`config.mk`:
```
export PLATFORM = sky130hd
export DESIGN_NAME = if_stage
export DESIGN_NICKNAME = d
export VERILOG_FILES = /design/src/rtl/cpu_pkg.sv /design/src/rtl/if_id_buffer.sv /design/src/rtl/if_stage.sv
export SDC_FILE = /design/constraint.sdc
export NUM_CORES = 1
export LEC_CHECK = 0
export ABC_AREA = 1
export CORE_AREA = 4 4 73 142
export DETAILED_ROUTE_END_ITERATION = 8
export DIE_AREA = 0 0 77 146
export GPL_ROUTABILITY_DRIVEN = 0
export PLACE_DENSITY_LB_ADDON = 0.1
export RECOVER_POWER = 50
export SYNTH_ARGS = -nofsm -noshare
export SYNTH_HDL_FRONTEND = slang
export SYNTH_SLANG_ARGS = --single-unit
```
`constraint.sdc`:
```
create_clock -name clock -period 1.35 [get_ports clock]
set_input_delay 0.27 -clock clock [delete_from_list [all_inputs] [get_ports clock]]
set_output_delay 0.27 -clock clock [all_outputs]
set_load 0.05 [all_outputs]
```
`src/rtl/cpu_pkg.sv`:
```
// Shared definitions for the 16-bit pipelined CPU.
// Holds the fetch state encoding, the NOP word and the default widths and addresses.
package cpu_pkg;

    localparam int ADDR_W_DEF  = 16;
    localparam int INSTR_W_DEF = 16;

    localparam logic [15:0] RESET_PC_DEF   = 16'h0000;
    localparam logic [15:0] EXC_VECTOR_DEF = 16'h0040;
    localparam logic [15:0] NOP_INSTR      = 16'h0000;

    typedef enum logic [1:0] {
        RUN    = 2'b00,
        WAIT   = 2'b01,
        HALTED = 2'b10
    } fetch_state_e;

    // Instructions are 2-byte aligned, so bit 0 of a target is dropped.
    function automatic logic [15:0] alignPc(input logic [15:0] addr);
        return {addr[15:1], 1'b0};
    endfunction

endpackage

```
`src/rtl/if_id_buffer.sv`:
```
// IF/ID pipeline register: instruction, PC+2 and valid flag.
// A flush forces a NOP bubble and wins over a held (write-disabled) buffer.
module if_id_buffer
    import cpu_pkg::*;
#(
    parameter int ADDR_W  = ADDR_W_DEF,
    parameter int INSTR_W = INSTR_W_DEF
)(
    input  logic               clock,
    input  logic               reset,
    input  logic               i_write,
    input  logic               i_flush,
    input  logic               i_valid,
    input  logic [INSTR_W-1:0] i_instr,
    input  logic [ADDR_W-1:0]  i_pcPlus2,
    output logic [INSTR_W-1:0] o_instr,
    output logic [ADDR_W-1:0]  o_pcPlus2,
    output logic               o_valid
);

    logic [INSTR_W-1:0] r_instr;
    logic [ADDR_W-1:0]  r_pcPlus2;
    logic               r_valid;

    always_ff @(posedge clock or negedge reset) begin
        if (!reset) begin
            r_instr   <= INSTR_W'(NOP_INSTR);
            r_pcPlus2 <= '0;
            r_valid   <= 1'b0;
        end else if (i_flush) begin
            r_instr <= INSTR_W'(NOP_INSTR);
            r_valid <= 1'b0;
        end else if (i_write) begin
            r_instr   <= i_instr;
            r_pcPlus2 <= i_pcPlus2;
            r_valid   <= i_valid;
        end
    end

    assign o_instr   = r_instr;
    assign o_pcPlus2 = r_pcPlus2;
    assign o_valid   = r_valid;

endmodule

```
`src/rtl/if_stage.sv`:
```
// Instruction fetch stage: PC, fetch FSM (RUN/WAIT/HALTED), imem handshake and IF/ID buffer.
// Optional macro IF_PERF_COUNTERS_EN adds saturating fetch_count / bubble_count outputs.
module if_stage
    import cpu_pkg::*;
#(
    parameter int                ADDR_W     = ADDR_W_DEF,
    parameter int                INSTR_W    = INSTR_W_DEF,
    parameter logic [ADDR_W-1:0] RESET_PC   = ADDR_W'(RESET_PC_DEF),
    parameter logic [ADDR_W-1:0] EXC_VECTOR = ADDR_W'(EXC_VECTOR_DEF)
)(
    input  logic               clock,
    input  logic               reset,
    input  logic               pc_write,
    input  logic               if_id_write,
    input  logic               if_flush,
    input  logic               redirect,
    input  logic [ADDR_W-1:0]  redirect_pc,
    input  logic               exception,
    input  logic [ADDR_W-1:0]  exc_pc,
    input  logic               halt,
    output logic               imem_req,
    output logic [ADDR_W-1:0]  imem_addr,
    input  logic               imem_ready,
    input  logic [INSTR_W-1:0] imem_rdata,
    output logic [ADDR_W-1:0]  pc,
    output logic [INSTR_W-1:0] current_instruction,
    output logic [INSTR_W-1:0] instr_out,
    output logic [ADDR_W-1:0]  pc_plus2_out,
    output logic               valid_out,
    output logic [ADDR_W-1:0]  epc,
    output logic               misalign,
    output logic               halted
`ifdef IF_PERF_COUNTERS_EN
    ,
    output logic [31:0]        fetch_count,
    output logic [31:0]        bubble_count
`else
`endif
);

    fetch_state_e      r_state;
    fetch_state_e      w_nextState;
    logic [ADDR_W-1:0] r_pc;
    logic [ADDR_W-1:0] w_nextPc;
    logic [ADDR_W-1:0] w_pcPlus2;
    logic [ADDR_W-1:0] r_epc;
    logic              r_misalign;
    logic              r_reqEn;
    logic              w_req;
    logic              w_fetchDone;
    logic              w_takeRedirect;
    logic              w_bufFlush;
    logic              w_bufWrite;
    logic              w_active;

    // Requests start on the first edge after reset release and stop for good in HALTED.
    assign w_active    = (r_state != HALTED);
    assign w_req       = r_reqEn && w_active;
    assign w_fetchDone = w_req && imem_ready;
    assign w_pcPlus2   = r_pc + ADDR_W'(2);

    always_ff @(posedge clock or negedge reset) begin
        if (!reset) begin
            r_state <= RUN;
            r_pc    <= RESET_PC;
        end else begin
            r_state <= w_nextState;
            r_pc    <= w_nextPc;
        end
    end

    // Priority: exception > halt > redirect > stall > sequential fetch.
    always_comb begin
        w_nextState    = r_state;
        w_nextPc       = r_pc;
        w_takeRedirect = 1'b0;
        w_bufFlush     = 1'b0;
        case (r_state)
            RUN, WAIT: begin
                w_bufFlush = if_flush;
                if (exception) begin
                    w_nextPc    = EXC_VECTOR;
                    w_nextState = RUN;
                    w_bufFlush  = 1'b1;
                end else if (halt) begin
                    w_nextState = HALTED;
                    w_bufFlush  = 1'b1;
                end else if (redirect) begin
                    w_nextPc       = {redirect_pc[ADDR_W-1:1], 1'b0};
                    w_nextState    = RUN;
                    w_takeRedirect = 1'b1;
                    w_bufFlush     = 1'b1;
                end else begin
                    if (pc_write && w_fetchDone) begin
                        w_nextPc = w_pcPlus2;
                    end
                    w_nextState = (w_req && !imem_ready) ? WAIT : RUN;
                end
            end
            HALTED: begin
                w_nextState = HALTED;
            end
            default: begin
                w_nextState = RUN;
            end
        endcase
    end

    always_ff @(posedge clock or negedge reset) begin
        if (!reset) begin
            r_reqEn    <= 1'b0;
            r_epc      <= '0;
            r_misalign <= 1'b0;
        end else begin
            r_reqEn <= 1'b1;
            if (w_active && exception) begin
                r_epc <= exc_pc;
            end
            if (w_takeRedirect && redirect_pc[0]) begin
                r_misalign <= 1'b1;
            end
        end
    end

    assign w_bufWrite = if_id_write && w_active;

    if_id_buffer #(
        .ADDR_W  (ADDR_W),
        .INSTR_W (INSTR_W)
    ) u_if_id_buffer (
        .clock     (clock),
        .reset     (reset),
        .i_write   (w_bufWrite),
        .i_flush   (w_bufFlush),
        .i_valid   (w_fetchDone),
        .i_instr   (w_fetchDone ? imem_rdata : INSTR_W'(NOP_INSTR)),
        .i_pcPlus2 (w_pcPlus2),
        .o_instr   (instr_out),
        .o_pcPlus2 (pc_plus2_out),
        .o_valid   (valid_out)
    );

`ifdef IF_PERF_COUNTERS_EN
    logic        w_loadFetch;
    logic        w_loadNop;
    logic [31:0] r_fetchCount;
    logic [31:0] r_bubbleCount;

    assign w_loadFetch = w_bufWrite && !w_bufFlush && w_fetchDone;
    assign w_loadNop   = w_bufFlush || (w_bufWrite && !w_fetchDone);

    always_ff @(posedge clock or negedge reset) begin
        if (!reset) begin
            r_fetchCount  <= '0;
            r_bubbleCount <= '0;
        end else begin
            if (w_loadFetch && (r_fetchCount != '1)) begin
                r_fetchCount <= r_fetchCount + 32'd1;
            end
            if (w_loadNop && (r_bubbleCount != '1)) begin
                r_bubbleCount <= r_bubbleCount + 32'd1;
            end
        end
    end

    assign fetch_count  = r_fetchCount;
    assign bubble_count = r_bubbleCount;
`else
`endif

    assign imem_req            = w_req;
    assign imem_addr           = r_pc;
    assign pc                  = r_pc;
    assign current_instruction = imem_ready ? imem_rdata : INSTR_W'(NOP_INSTR);
    assign epc                 = r_epc;
    assign misalign            = r_misalign;
    assign halted              = (r_state == HALTED);

endmodule

```
== Yosys cells after proc, flatten, opt, wreduce, memory -nomap -nowiden ==
Cells that the tools add are included.
Storage, ports and cells
  input bits: 57
  register bits after elaboration: 69
  logic and storage cells: 51
  output and inout bits: 100
Cells by class
  reduce and logical (&&, ||, !) cells: 14
  add/subtract/negate cells: 1
  equal/unequal tests: 4
  multiplexer cells: 23
  bitwise gates (word level): 1
Operators by type and width (number)
  $mux 16: 8
  $add 16x2->16 const B: 1
  $mux 1: 12
  $logic_and 1x1->1: 7
  $mux 2: 2
  $ne 2x2->1 const B: 2
  $pmux 2 s2: 1
  $reduce_and 3->1: 1
  $reduce_bool 3->1: 1
  $eq 2x1->1 const B: 1
  $eq 2x2->1 const B: 1
  $logic_not 2->1: 1
  $reduce_and 2->1: 1
  $reduce_bool 2->1: 1
  $reduce_or 2->1: 1
  $logic_not 1->1: 1
  $not 1->1: 1

== Depth between registers and ports, before layout ==
Gate-level depths: netlist (run 1).
  depth in word-level cells: 8
  depth in mapped cells: 9
  depth with buffers taken out: 9

== Hierarchy ==
A second synthesis (run 1) with hierarchy kept.
Unflattened totals
  cell total of the unflattened synthesis: 460
  area, all modules: 3636.0 um^2
By module, submodules not included
  if_stage: seq. area each 875.8 um^2, area each 2307.2 um^2, cells each 316, instances 1
  if_id_buffer: seq. area each 825.8 um^2, area each 1328.8 um^2, cells each 144, instances 1

== Least setup slack after synthesis (run 1) ==
OpenSTA, ideal clock, no wires.
  path kind: register to register
  start point: register r_state[1]
  end point: register u_if_id_buffer.r_instr[10], in the netlist u_if_id_buffer.o_instr[10]
  clock period less this slack: 2324 ps
  cell stages (with the launch flop): 9
  path buffers: 1
  data required time: 1283 ps
  data arrival time: 2257 ps
  setup time: 67 ps
  setup slack: -974 ps
  cells stage by stage: dfrtp_1 > nand2_1 > inv_1 > nor2_1 > nand2_1 > nor2_4 > buf_6 > nand2_1 > nand2_1
Between the ends
  cells in the longest elaborated chain, start to end: 6
  elaborated cells on any way between the ends: 12
  classes of those cells: eq/ne (2); mux (4); reduce/logical (6)
Ends and longest elaborated chain
  from (decl): line if_stage.sv:41  | fetch_state_e r_state;
  from (signal assigned): line if_stage.sv:67  | r_state <= w_nextState;
  $ne 2x2->1: line if_stage.sv:57  | assign w_active = (r_state != HALTED);
  $logic_and 1x1->1: line if_stage.sv:58  | assign w_req = r_reqEn && w_active;
  via imem_req: line if_stage.sv:21  | output logic imem_req,
  $logic_and 1x1->1: line if_stage.sv:59  | assign w_fetchDone = w_req && imem_ready;
  $mux 16: line if_stage.sv:136  | .i_instr (w_fetchDone ? imem_rdata : INSTR_W'(NOP_INSTR)),
  $mux 16: line if_id_buffer.sv:33  | end else if (i_write) begin
  $mux 16: line if_id_buffer.sv:30  | end else if (i_flush) begin
  to (signal assigned): line if_id_buffer.sv:27  | r_instr <= INSTR_W'(NOP_INSTR);
  to (signal assigned): line if_id_buffer.sv:31  | r_instr <= INSTR_W'(NOP_INSTR);
  to (signal assigned): line if_id_buffer.sv:34  | r_instr <= i_instr;
  to (decl): line if_id_buffer.sv:21  | logic [INSTR_W-1:0] r_instr;
The timed path passes the listed nets, and every way through them passes these cells. The select of a mux whose other input is x is not followed.
A chain may end at the register's enable or synchronous reset.

== Final worst setup path (run 1) ==
  start point: register r_state[1]
  end point: output imem_req
Between the ends
  cells in the longest elaborated chain, start to end: 2
Ends and longest elaborated chain (line)
  $ne 2x2->1: if_stage.sv:57
  $logic_and 1x1->1: if_stage.sv:58
  to (decl): if_stage.sv:21
No other way between the ends.

==> metrics.md, run 1 <==
| Metric | Value |
|---|---|
| Slew Viols, Final | 0 |
| Post-synth top cells | nand2_1, dfrtp_1, inv_1, nand3_1, nor2_1 |
| Post-DP HPWL | 8500 um |
| Crit Path Category | flop to output pin |
| Final setup vio count | 49 |
| Skew-Pair Late Insertion Delay | 0.33 ns |
| Rows | 50 |
| Tcrit/Tclk final | 114% |
| Die Wd | 77 um |
| TritonCTS clock tree | yes |
| Hold Vio Cnt, Final | 0 |
| Total number of vias | 3,472 |
| Height of the chip | 146 um |
| Final WS setup | -0.192 ns |
| Max_cap viols | 0 |
| Register bit total from synthesis | 67 |
| Share of cells above drive strength 1 | 42.8% |
| Hold Crit Class | input port to flop |
| Setup_tns | -5.75 ns |
| Slew headroom | 57.3% |
| Number of enable flip-flop cells after synthesis | 0 |
| Worst r2r src | r_state[1] |
| Worst setup SP type | flop |
| Final #Nets | 665 |
| GRT Util Overall | 20.1% |
| YS warnings | 0 |
| FFs w/ async S/R, synth | 100% |
| Yosys top cell area share | 50.0% |
| Leading area contributor after synthesis | dfrtp_1 |
| Critical-path maximum fanout | 2 |
| Largest net degree at the start of global routing | 68 |
| Least-Margin Pin Slew | 0.641 ns |
| Post-synthesis cell area | 3350 sq um |
| H-Tree Depth | 3 |
| Worst Hold Depth | 3 |
| CP startpoint | r_state[1] |
| Layout area overhead | 107% |
| Sequential fraction of the synthesis area | 50.0% |
| CTS buffer count | 9 |
| Final worst path period need | 1.54 ns |
| R2R depth | 9 |
| Count leader, synth | nand2_1 |
| Die Area | 11,200 sq um |
| GR Util met1 | 20.6% |
| Wire length per cell | 15.7 um |
| Antenna violations before repair | 0 |
| Grt peak-use layer | met2 |
| Clk_skew | 0.00523 ns |
| First-pass GRT wire length | 17,800 um |
| Via-per-instance ratio | 4.85 |
| CP required | 1.08 ns |
| RSZ-0062 raised after global routing | true |
| Critical Path AT | 1.27 ns |
| CTS Root Buffer Type | clkbuf_16 |
| First-pass detailed-route iteration total | 4 |
| Clock Tree Buf Depth | 2 |
| Distinct cell type count after synthesis | 26 |
| Failing checks | setup timing |
| PwrDens | 2200 nW/um^2 |
| Top_reg_cell synth | dfrtp_1 |
| Antenna Nets Post-Route | 0 |
| Status | complete, but fails checks |
| Global route overflow | 0 |
| Pwr Total | 15.3 mW |
| Hold path startpoint | imem_rdata[3] |
| Maximum VDD drop | 1.70 mV |
| 1st-iter DRT viols | 169 |
| Max Clk Rate | 649 MHz |
| I/O pin total | 157 |
| Vias in the first global route | 3,590 |
| Cells taking the most area after synthesis | dfrtp_1, nand2_1, mux2_2 |
| Final wirelength | 11,300 um |
| Crit end category | output pin |
| Finished Core Util | 74.5% |
| Initial Util | 35.9% |
| Clock transition at path regs | 0.05 ns |
| CORE AREA | 9320 sq um |
| Syn Inst Count | 412 |
| Met3 Usage GRT | 4.71% |
| Number of port buffers | 153 |
| Leak Pwr | 3.29 nW |
| DRC viols | 0 |
| Mapped Avg Cell Area | 8.13 sq um |
| Antenna diodes | 0 |
| Met2 usage | 38.4% |
| Clk sinks | 67 |
[logic make-up after synthesis]
logic type / Yosys count / synth area share [%]
flip-flops: 67 / 50.0
adder cells (fa/ha/maj): 1 / 0.373
multiplexers: 17 / 5.68
buffers and inverters: 68 / 10.2
other: 2 / 0.224
AO/OA/AOI/OAI: 24 / 4.03
XOR/XNOR: 4 / 1.05
AND/OR/NAND/NOR: 229 / 28.4
[flip-flops by register name (all words and copies together), names as in the netlist]
signal                    cells
epc                          16
u_if_id_buffer.o_instr       16
imem_addr                    15
u_if_id_buffer.o_pcPlus2     15
r_state                       2
misalign                      1
r_reqEn                       1
u_if_id_buffer.o_valid        1
[per-stage QoR]
stage / cells / setup WS [ns] / hold slack [ns] / instance area, sq um
finish: 716 / -0.192 / 0.203 / 6940
global route: 716 / -0.244 / 0.213 / 6940
CTS: 712 / -0.216 / 0.455 / 6880
detailed placement: 684 / -0.419 / 0.318 / 6330
global placement: 684 / -0.389 / 0.320 / 6330
floorplan: 414 / -0.399 / -0.0256 / 3540
[worst paths after layout]
check	slack, ns	end
max	-0.19	imem_req
min	0.20	u_if_id_buffer.o_instr[3]
max reg2reg	-0.14	imem_addr[13]
min reg2reg	0.54	misalign
max in group asynchronous	0.26	imem_addr[11]
min in group asynchronous	0.58	u_if_id_buffer.o_instr[2]
[final cells by class]
| cell class | instances | area, sq um |
|---|---|---|
| Timing Repair Buffer | 212 | 3070 |
| Fill cell | 635 | 2380 |
| Sequential cell | 67 | 1690 |
| Multi-Input combinational cell | 279 | 1520 |
| Clock buffer | 11 | 253 |
| Inverter | 38 | 193 |
| Tap cell | 104 | 130 |
| Clock inverter | 5 | 75.1 |
[report_power, final]
group | internal [mW] | leakage [nW] | switching (mW)
Combinational | 4.49 | 2.27 | 4.76
Clock | 1.71 | 0.165 | 0.837
Sequential | 2.68 | 0.855 | 0.793
Total | 8.87 | 3.29 | 6.39
[worst max-delay path: stages, from the launching register on]
cell,delay (ns)
dfrtp_2,0.42
nand2_4,0.09
clkinvlp_4,0.10
nor2_4,0.10
buf_6,0.11
buf_12,0.12
[metal layers]
layer | part of all wire [%] | wire [um]
met1 | 34 | 3860
met5 | 0 | 0
met2 | 58 | 6580
met4 | 2.0 | 227
met3 | 5.2 | 587
[what timing repair did]
item	4_1_cts	5_1_grt
hold buffers	1	0
setup endpoints to repair	84	93
resized for setup	42	25
pin swaps	11	6
cloned	2	1
setup buffers	9	3
endpoints found under the hold margin	67	0
[cell usage in the layout, fill, tap and decap left out, types with 13 or more instances in the layout]
cell type / n
buf_12: 99
buf_4: 29
buf_6: 22
clkdlybuf4s50_1: 45
dfrtp_1: 53
dfrtp_2: 14
inv_1: 18
mux2_2: 16
nand2_1: 140
nand3_1: 31
nor2_1: 15
o21ai_0: 13
Power figures use the tool's default switching activity.
==> run 2: changes to the inputs <==
--- a/config.mk
+++ b/config.mk
@@ -6,9 +6,10 @@
 export NUM_CORES = 1
 export LEC_CHECK = 0
 export ABC_AREA = 1
-export CORE_AREA = 4 4 73 142
+export CAP_MARGIN = 20
+export CORE_AREA = 3 3 72 141
 export DETAILED_ROUTE_END_ITERATION = 8
-export DIE_AREA = 0 0 77 146
+export DIE_AREA = 0 0 75 144
 export GPL_ROUTABILITY_DRIVEN = 0
 export PLACE_DENSITY_LB_ADDON = 0.1
 export RECOVER_POWER = 50
==> metrics.md, run 2 (synthesized netlist as in run 1, its figures left out) <==
| Metric | Value |
|---|---|
| DRC viols | 0 (unchanged) |
| Slew headroom | 56.6% (was 57.3%) |
| Share of cells above drive strength 1 | 43.0% (was 42.8%) |
| Final wirelength | 11,700 um (was 11,300 um) |
| R2R depth | 9 (unchanged) |
| Worst setup SP type | flop (unchanged) |
| CP required | 1.08 ns (about the same) |
| Critical Path AT | 1.24 ns (was 1.27 ns) |
| Crit Path Category | flop to output pin (unchanged) |
| GRT Util Overall | 21.4% (was 20.1%) |
| Via-per-instance ratio | 4.86 (was 4.85) |
| Clk sinks | 67 (unchanged) |
| Total number of vias | 3,462 (was 3,472) |
| CP cell instances | nand2_4 -> clkinvlp_4 -> nor2_4 -> buf_12 (was nand2_4 -> clkinvlp_4 -> nor2_4 -> buf_6 -> buf_12) |
| H-Tree Depth | 3 (unchanged) |
| Max Clk Rate | 664 MHz (was 649 MHz) |
| DP Area | 6350 sq um (was 6330 sq um) |
| CP endpoint | imem_req (unchanged) |
| Tcrit/Tclk final | 112% (was 114%) |
| Clock transition at path regs | 0.05 ns (about the same) |
| Final #Nets | 666 (was 665) |
| Max_cap viols | 0 (unchanged) |
| Final instance area | 6840 sq um (was 6940 sq um) |
| Critical-path maximum fanout | 2 (unchanged) |
| I/O pin total | 157 (unchanged) |
| Rows | 49 (was 50) |
| CTS buffer count | 9 (unchanged) |
| Delay-heaviest family, CP | flip-flops (unchanged) |
| Height of the chip | 144 um (was 146 um) |
| Skew-Pair Late Insertion Delay | 0.33 ns (about the same) |
| RSZ-0062 raised after global routing | true (unchanged) |
| Global route overflow | 0 (unchanged) |
| Largest net degree at the start of global routing | 68 (unchanged) |
| Pwr Total | 14.6 mW (was 15.3 mW) |
| Antenna Nets Post-Route | 0 (unchanged) |
| Die Area | 10,800 sq um (was 11,200 sq um) |
| 1st-iter DRT viols | 122 (was 169) |
| Crit end category | output pin (unchanged) |
| Leak Pwr | 3.27 nW (was 3.29 nW) |
| Maximum VDD drop | 1.58 mV (was 1.70 mV) |
| Antenna violations before repair | 0 (unchanged) |
| Finished Core Util | 74.9% (was 74.5%) |
| Antenna diodes | 0 (unchanged) |
| CORE AREA | 9140 sq um (was 9320 sq um) |
| First-pass GRT wire length | 17,600 um (was 17,800 um) |
| GR Util met1 | 22.7% (was 20.6%) |
| Least-Margin Pin Slew | 0.651 ns (was 0.641 ns) |
| Commonest non-fill, non-tap cell in the layout | nand2_1 (unchanged) |
| Failing checks | setup timing (unchanged) |
| TritonCTS clock tree | yes (unchanged) |
| Layout area overhead | 104% (was 107%) |
| Clock Tree Buf Depth | 2 (unchanged) |
| Critical Path Slowest Stage Cell | dfrtp_1 (was dfrtp_2) |
| Grt peak-use layer | met2 (unchanged) |
| Hold Crit Class | input port to flop (unchanged) |
| Worst r2r src | r_state[1] (unchanged) |
| Worst path bufs/invs | 2 (was 3) |
| PwrDens | 2140 nW/um^2 (was 2200 nW/um^2) |
| Vias in the first global route | 3,499 (was 3,590) |
| Largest stage delay, worst path | 0.41 ns (was 0.42 ns) |
| Post-DP HPWL | 8600 um (was 8500 um) |
| Initial Util | 36.7% (was 35.9%) |
| Reg-to-reg slack, setup | -0.07 ns (was -0.14 ns) |
| CP startpoint | r_state[1] (unchanged) |
| Wire length per cell | 16.4 um (was 15.7 um) |
| Status | complete, but fails checks (unchanged) |
| CTS Root Buffer Type | clkbuf_16 (unchanged) |
| Most frequent cells in the layout | nand2_1, buf_12, dfrtp_1, clkdlybuf4s50_1, buf_4 (was nand2_1, buf_12, dfrtp_1, clkdlybuf4s50_1, nand3_1) |
| Clk_skew | 0.00896 ns (was 0.00523 ns) |
| Final WS setup | -0.156 ns (was -0.192 ns) |
| WP depth | 4 (was 5) |
| Met3 Usage GRT | 4.52% (was 4.71%) |
| Worst r2r dst | imem_addr[11] (was imem_addr[13]) |
| Setup_tns | -1.82 ns (was -5.75 ns) |
| Number of port buffers | 153 (unchanged) |
| First-pass detailed-route iteration total | 7 (was 4) |
| Final setup vio count | 47 (was 49) |
| Met2 usage | 39.8% (was 38.4%) |
| Hold Vio Cnt, Final | 0 (unchanged) |
| Final worst path period need | 1.51 ns (was 1.54 ns) |
| Slew Viols, Final | 0 (unchanged) |
| Die Wd | 75 um (was 77 um) |
[run 2: cell count changes in the layout (fill, tap and decap cells not counted), moves of 2 or more]
cell,delta
clkbuf_1,+2
buf_6,-6
clkbuf_2,+2
nand2_4,-2
bufinv_16,-2
buf_4,+6
nand2_1,-4
clkinv_2,-3
nand2_2,+7
nor2_2,-2
[run 2: metrics by stage]
step	cells	worst slack [ns]	hold WS (ns)
2_1_floorplan	414	-0.399	-0.0256
3_3_place_gp	684	-0.398	0.320
3_5_place_dp	684	-0.437	0.323
4_1_cts	706	-0.152	0.381
5_1_grt	713	-0.197	0.234
6_report	713	-0.156	0.208
[run 2: cell type report]
type	instances	area (sq um)
fillers	628	2290
flip-flops and latches	67	1690
multi-input cells	279	1530
repair buffers	213	3040
well taps	102	128
inverters	38	189
clock buffers	14	264
[run 2: worst min path at each step]
stage,endpoint,startpoint,slack (ns),cells past startpoint
after CTS,r_state[0],imem_ready,0.38,3
after global placement,u_if_id_buffer.o_instr[2],reset,0.32,2
after floorplan,epc[0],reset,-0.03,0
after global routing,u_if_id_buffer.o_instr[5],imem_rdata[5],0.23,3
final,u_if_id_buffer.o_instr[7],imem_rdata[7],0.21,3
after detailed placement,u_if_id_buffer.o_instr[14],reset,0.32,2
[run 2: power breakdown]
group / leakage [nW] / internal, mW / total (mW) / switching (mW)
Clock: 0.129 / 1.32 / 2.11 / 0.789
Combinational: 2.28 / 4.29 / 9.07 / 4.78
Sequential: 0.856 / 2.68 / 3.43 / 0.752
Total: 3.27 / 8.29 / 14.6 / 6.32
[run 2: what timing repair did]
| item | CTS | global route |
|---|---|---|
| resized for setup | 31 | 33 |
| endpoints found under the setup margin | 75 | 91 |
| hold buffers | 1 | 0 |
| setup buffers | 7 | 6 |
| hold endpoints to repair | 67 | 0 |
| gates cloned | 1 | 1 |
| pin swaps | 8 | 8 |
[run 2: tightest hold or removal path: cells and delay by family]
family                 cells  cell delay, ns
buffers and inverters      1            0.12
and+or+nand+nor            2            0.11
[run 2: routing by layer]
metal,wire (um),share of wire [%]
met4,299,2.5
met5,0,0
met3,592,5.0
met2,6690,57
met1,4140,35
==> run 3: changes to the inputs <==
--- a/config.mk
+++ b/config.mk
@@ -7,9 +7,9 @@
 export LEC_CHECK = 0
 export ABC_AREA = 1
 export CAP_MARGIN = 20
-export CORE_AREA = 3 3 72 141
+export CORE_AREA = 2 2 71 140
 export DETAILED_ROUTE_END_ITERATION = 8
-export DIE_AREA = 0 0 75 144
+export DIE_AREA = 0 0 73 142
 export GPL_ROUTABILITY_DRIVEN = 0
 export PLACE_DENSITY_LB_ADDON = 0.1
 export RECOVER_POWER = 50
==> metrics.md, run 3 (synthesized netlist as in run 1, its figures left out) <==
| Metric | Value |
|---|---|
| Status | complete, but fails checks (unchanged) |
| Failing checks | setup timing (unchanged) |
| Filler Cells Inserted | 625 (was 628) |
| Critical-path maximum fanout | 2 (unchanged) |
| Clk_skew | 0.00453 ns (was 0.00896 ns) |
| Antenna Nets Post-Route | 0 (unchanged) |
| First-pass detailed-route iteration total | 4 (was 7) |
| DRC viols | 0 (unchanged) |
| Setup_tns | -2.02 ns (was -1.82 ns) |
| CORE AREA | 9320 sq um (was 9140 sq um) |
| Met2 usage | 41.9% (was 39.8%) |
| Slew Viols, Final | 0 (unchanged) |
| Clock transition at path regs | 0.05 ns (about the same) |
| CTS Root Buffer Type | clkbuf_16 (unchanged) |
| CP startpoint | r_state[1] (unchanged) |
| Die Wd | 73 um (was 75 um) |
| Share of cells above drive strength 1 | 46.5% (was 43.0%) |
| Height of the chip | 142 um (was 144 um) |
| TritonCTS clock tree | yes (unchanged) |
| Largest stage delay, worst path | 0.40 ns (was 0.41 ns) |
| Post-DP HPWL | 8480 um (was 8600 um) |
| I/O pin total | 157 (unchanged) |
| WP depth | 4 (unchanged) |
| Vias in the first global route | 3,618 (was 3,499) |
| CP required | 1.08 ns (about the same) |
| Antenna diodes | 0 (unchanged) |
| Final worst path period need | 1.51 ns (about the same) |
| Global route overflow | 0 (unchanged) |
| Final instance area | 7040 sq um (was 6840 sq um) |
| Multi-input logic area | 1620 sq um (was 1530 sq um) |
| Critical Path Slowest Stage Cell | dfrtp_1 (unchanged) |
| PwrDens | 2120 nW/um^2 (was 2140 nW/um^2) |
| Final WS setup | -0.159 ns (was -0.156 ns) |
| Delay-heaviest family, CP | flip-flops (unchanged) |
| Total number of vias | 3,524 (was 3,462) |
| GR Util met1 | 24.2% (was 22.7%) |
| Worst hold slack | 0.198 ns (was 0.208 ns) |
| Worst r2r src | r_state[1] (unchanged) |
| Max Clk Rate | 663 MHz (was 664 MHz) |
| Antenna violations before repair | 0 (unchanged) |
| Worst slack, placed | -0.476 ns (was -0.437 ns) |
| Number of port buffers | 153 (unchanged) |
| Leak Pwr | 3.46 nW (was 3.27 nW) |
| Via-per-instance ratio | 4.86 (about the same) |
| Clock Tree Buf Depth | 2 (unchanged) |
| Storage cell area | 1690 sq um (unchanged) |
| Worst setup SP type | flop (unchanged) |
| Crit Path Category | flop to output pin (unchanged) |
| Initial Util | 35.9% (was 36.7%) |
| Worst path bufs/invs | 2 (unchanged) |
| Largest net degree at the start of global routing | 42 (was 68) |
| Die Area | 10,400 sq um (was 10,800 sq um) |
| GRT Util Overall | 22.8% (was 21.4%) |
| First-pass GRT wire length | 18,000 um (was 17,600 um) |
| Crit end category | output pin (unchanged) |
| Final #Nets | 674 (was 666) |
| Rows | 50 (was 49) |
| DP Area | 6360 sq um (was 6350 sq um) |
| 1st-iter DRT viols | 169 (was 122) |
| R2R depth | 9 (unchanged) |
| Pwr Total | 15.0 mW (was 14.6 mW) |
| Grt peak-use layer | met2 (unchanged) |
| Met3 Usage GRT | 5.81% (was 4.52%) |
| Maximum VDD drop | 1.63 mV (was 1.58 mV) |
| H-Tree Depth | 3 (unchanged) |
| Tcrit/Tclk final | 112% (about the same) |
| Skew-Pair Late Insertion Delay | 0.34 ns (was 0.33 ns) |
| Hold Vio Cnt, Final | 0 (unchanged) |
| Critical Path AT | 1.24 ns (about the same) |
| Most frequent cells in the layout | nand2_1, buf_12, dfrtp_1, clkdlybuf4s50_1, buf_4 (unchanged) |
| Reg-to-reg slack, setup | -0.07 ns (about the same) |
| Layout area overhead | 110% (was 104%) |
| Hold Crit Class | input port to flop (unchanged) |
| RSZ-0062 raised after global routing | true (unchanged) |
| CP cell instances | nand2_4 -> clkinvlp_4 -> nor2_4 -> buf_12 (unchanged) |
| CTS buffer count | 9 (unchanged) |
| Wire length per cell | 16.1 um (was 16.4 um) |
| Max_cap viols | 0 (unchanged) |
| Hold path startpoint | imem_rdata[4] (was imem_rdata[7]) |
| Commonest non-fill, non-tap cell in the layout | nand2_1 (unchanged) |
| Clk sinks | 67 (unchanged) |
| CP endpoint | imem_req (unchanged) |
| Worst r2r dst | imem_addr[5] (was imem_addr[11]) |
| Final setup vio count | 39 (was 47) |
| Final wirelength | 11,700 um (about the same) |
==> run 3: changes by cell type in the layout (fill, tap and decap cells not counted), sizes merged <==
cell / before / now
buf: 150 / 155
clkdlybuf4s50: 46 / 37
dlygate4sd2: 3 / 2
dlymetal6s2s: 5 / 15
clkbuf: 21 / 25
bufinv: 0 / 1
==> run 3: routing by layer <==
metal  up-vias  part of all wire (%)
li1       1678                     -
met1      1691                    34
met2       132                    58
met3        23                   5.6
met4         0                   2.5
met5         -                     0
==> run 3: how the worst min path moves through the flow <==
stage	end	slack, ns	cells past startpoint
final	u_if_id_buffer.o_instr[4]	0.20	3
after global routing	u_if_id_buffer.o_instr[0]	0.20	3
after CTS	u_if_id_buffer.o_instr[3]	0.38	2
after detailed placement	u_if_id_buffer.o_instr[3]	0.21	1
after global placement	u_if_id_buffer.o_instr[3]	0.20	1
after floorplan	epc[0]	-0.03	0
==> run 3: metrics by stage <==
step,std cells,util (%)
finish,725,75.5
global route,725,75.5
CTS,721,74.6
detailed placement,686,68.2
global placement,686,68.2
floorplan,414,-
==> run 3: report_power, final <==
group          switching (mW)  internal, mW  total [mW]
Sequential              0.689          2.67        3.36
Combinational            4.87          4.28        9.15
Clock                   0.855          1.58        2.44
Total                    6.42          8.54        15.0
==> run 3: area by class of cell <==
class                           instances  area share (%)
Sequential cell                        67            24.0
Clock inverter                          1           0.426
Clock buffer                           15            3.94
Inverter                               38            2.65
Timing Repair Buffer                  221            44.0
Tap cell                              104            1.85
Multi-Input combinational cell        279            23.0
==> run 3: repair_timing <==
item	4_1_cts	5_1_grt
pin swaps	9	11
hold endpoints to repair	13	0
endpoints found under the setup margin	92	97
gates resized for setup	38	70
buffers inserted	16	7
gates cloned	2	0
hold buffers	1	0
==> run 3: tightest hold or removal path, delay by kind of cell <==
kind / cells / cell delay, ns
buffers and inverters: 1 / 0.12
and+or+nand+nor: 2 / 0.11
==> RTL change: new RTL, settings of run 1 <==
The package constant `ADDR_W_DEF` goes from 16 to 17.
--- a/src/rtl/cpu_pkg.sv
+++ b/src/rtl/cpu_pkg.sv
@@ -2,7 +2,7 @@
 // Holds the fetch state encoding, the NOP word and the default widths and addresses.
 package cpu_pkg;
 
-    localparam int ADDR_W_DEF  = 16;
+    localparam int ADDR_W_DEF  = 17;
     localparam int INSTR_W_DEF = 16;
 
     localparam logic [15:0] RESET_PC_DEF   = 16'h0000;
Ports: changed (6 resized); port bits go from 157 to 163. No check against the original RTL was run, so the function may have changed too.
==> RTL change against run 1 <==
  * The run still ends with negative setup slack left
  * Cell area is 9.3% higher
  * Global-route usage grew 3.0 points
  * Worst setup slack improved by 100 ps
  * Synthesized cell count rose by 7.8%
  * Wire length rose by 22%
  * Synthesized area up 7.9%
  * Sequential cell count up 3
  * Via count increased by 11%
  * Total power shrank 23%
  * Count of clock-buffer cells in the layout is 1 lower
  * Highest routed layer unchanged
==> RTL change: results (changes against run 1) <==
----------------------------------------------------
[Outcome]
  Status ... finished, violations left (unchanged)
  Violated checks ... negative setup slack (unchanged)

[Pwr]
  Reported leakage power ... 3.56 nW (was 3.29 nW)
  Worst supply voltage drop on vdd ... 1170 uV (was 1700 uV)

[Cells and area]
  Total Nets Final ... 715 (was 665)
  Filler Cell Count ... 505 (was 635)
  Signal buffers ... 231 (was 212)
  Ratio of cells with drive above 1 in the final layout ... 0.491 (was 0.428)
  Fraction of standard cell area in multi-input logic ... 0.236 (was 0.220)
  Count of inverters not on the clock network in the layout ... 42 (was 38)
  Multi-input gate count ... 301 (was 279)
  Fraction of cell area in non-clock buffers ... 0.444 (was 0.443)
  Portion of the layout cell area used by clock cells ... 0.0407 (was 0.0472)

[GRT]
  Vias in the first global route ... 4,059 (was 3,590)
  Largest net degree at the start of global routing ... 38 (was 68)
  Met3 demand-to-capacity share in global routing ... 0.0428 (was 0.0471)

[Timing]
  Final count of negative-setup-slack endpoints ... 68 (was 49)
  Worst hold margin ... 202 ps (was 203 ps)
  Final worst slack ... -87.4 ps (was -192 ps)

[Setup path]
  Data arrival, critical path ... 1170 ps (was 1270 ps)
  Worst setup path end ... halted (was imem_req)
  Crit path launch ... r_state[0] (was r_state[1])

[Clocking]
  # Post-CTS Setup Buffers ... 10 (was 9)
  Resize count post-CTS ... 47 (was 42)

[Yosys]
  Cell types with the largest area share after synthesis ... sky130_fd_sc_hd__dfrtp_1, sky130_fd_sc_hd__nand2_1, sky130_fd_sc_hd__mux2_2, sky130_fd_sc_hd__nand3_1, sky130_fd_sc_hd__inv_1 (unchanged)
  Most numerous cell types in the synthesized netlist ... sky130_fd_sc_hd__nand2_1, sky130_fd_sc_hd__dfrtp_1, sky130_fd_sc_hd__inv_1, sky130_fd_sc_hd__nand3_1, sky130_fd_sc_hd__nor2_1 (unchanged)

[Detailed routing]
  Length of routed met3 wiring ... 705 um (was 587 um)
  Via count normalized by instance count ... 5.02 (was 4.85)
  Met2 Wirelength ... 7.99 mm (was 6.58 mm)

[Placement]
  Area post-placement ... 6730 um^2 (was 6330 um^2)
  Half-perimeter wire length after detailed placement ... 9.52 mm (was 8.50 mm)
  Number of port buffers ... 159 (was 153)
  Post-Place Cells ... 729 (was 684)

----------------------------------------------------
[RTL change: cell types whose count changed after synthesis, moves of 5 or more]
| cell | change |
|---|---|
| sky130_fd_sc_hd__nor2_1 | +11 |
| sky130_fd_sc_hd__o21ai_2 | +9 |
| sky130_fd_sc_hd__o21ai_0 | -5 |
| sky130_fd_sc_hd__nand2_1 | +5 |
[RTL change: cells by family (layout without fill, tap and decap cells)]
group                      count (synthesis)  after routing  share of synthesized area
muxes                                     17             17                     0.0530
buffers and inverters                     75            289                      0.111
and+or+nand+nor                          241            241                      0.274
AOI/OAI and AO/OA                         35             35                     0.0644
adders and majority gates                  1              1                    0.00346
DFF                                       70             70                      0.485
other                                      2              4                    0.00208
xor gates and xnor gates                   3              3                    0.00727
[RTL change: power by group]
group	leakage [nW]	switching (mW)	internal [mW]
Sequential	0.889	0.509	2.52
Combinational	2.53	3.25	3.01
Clock	0.141	0.970	1.49
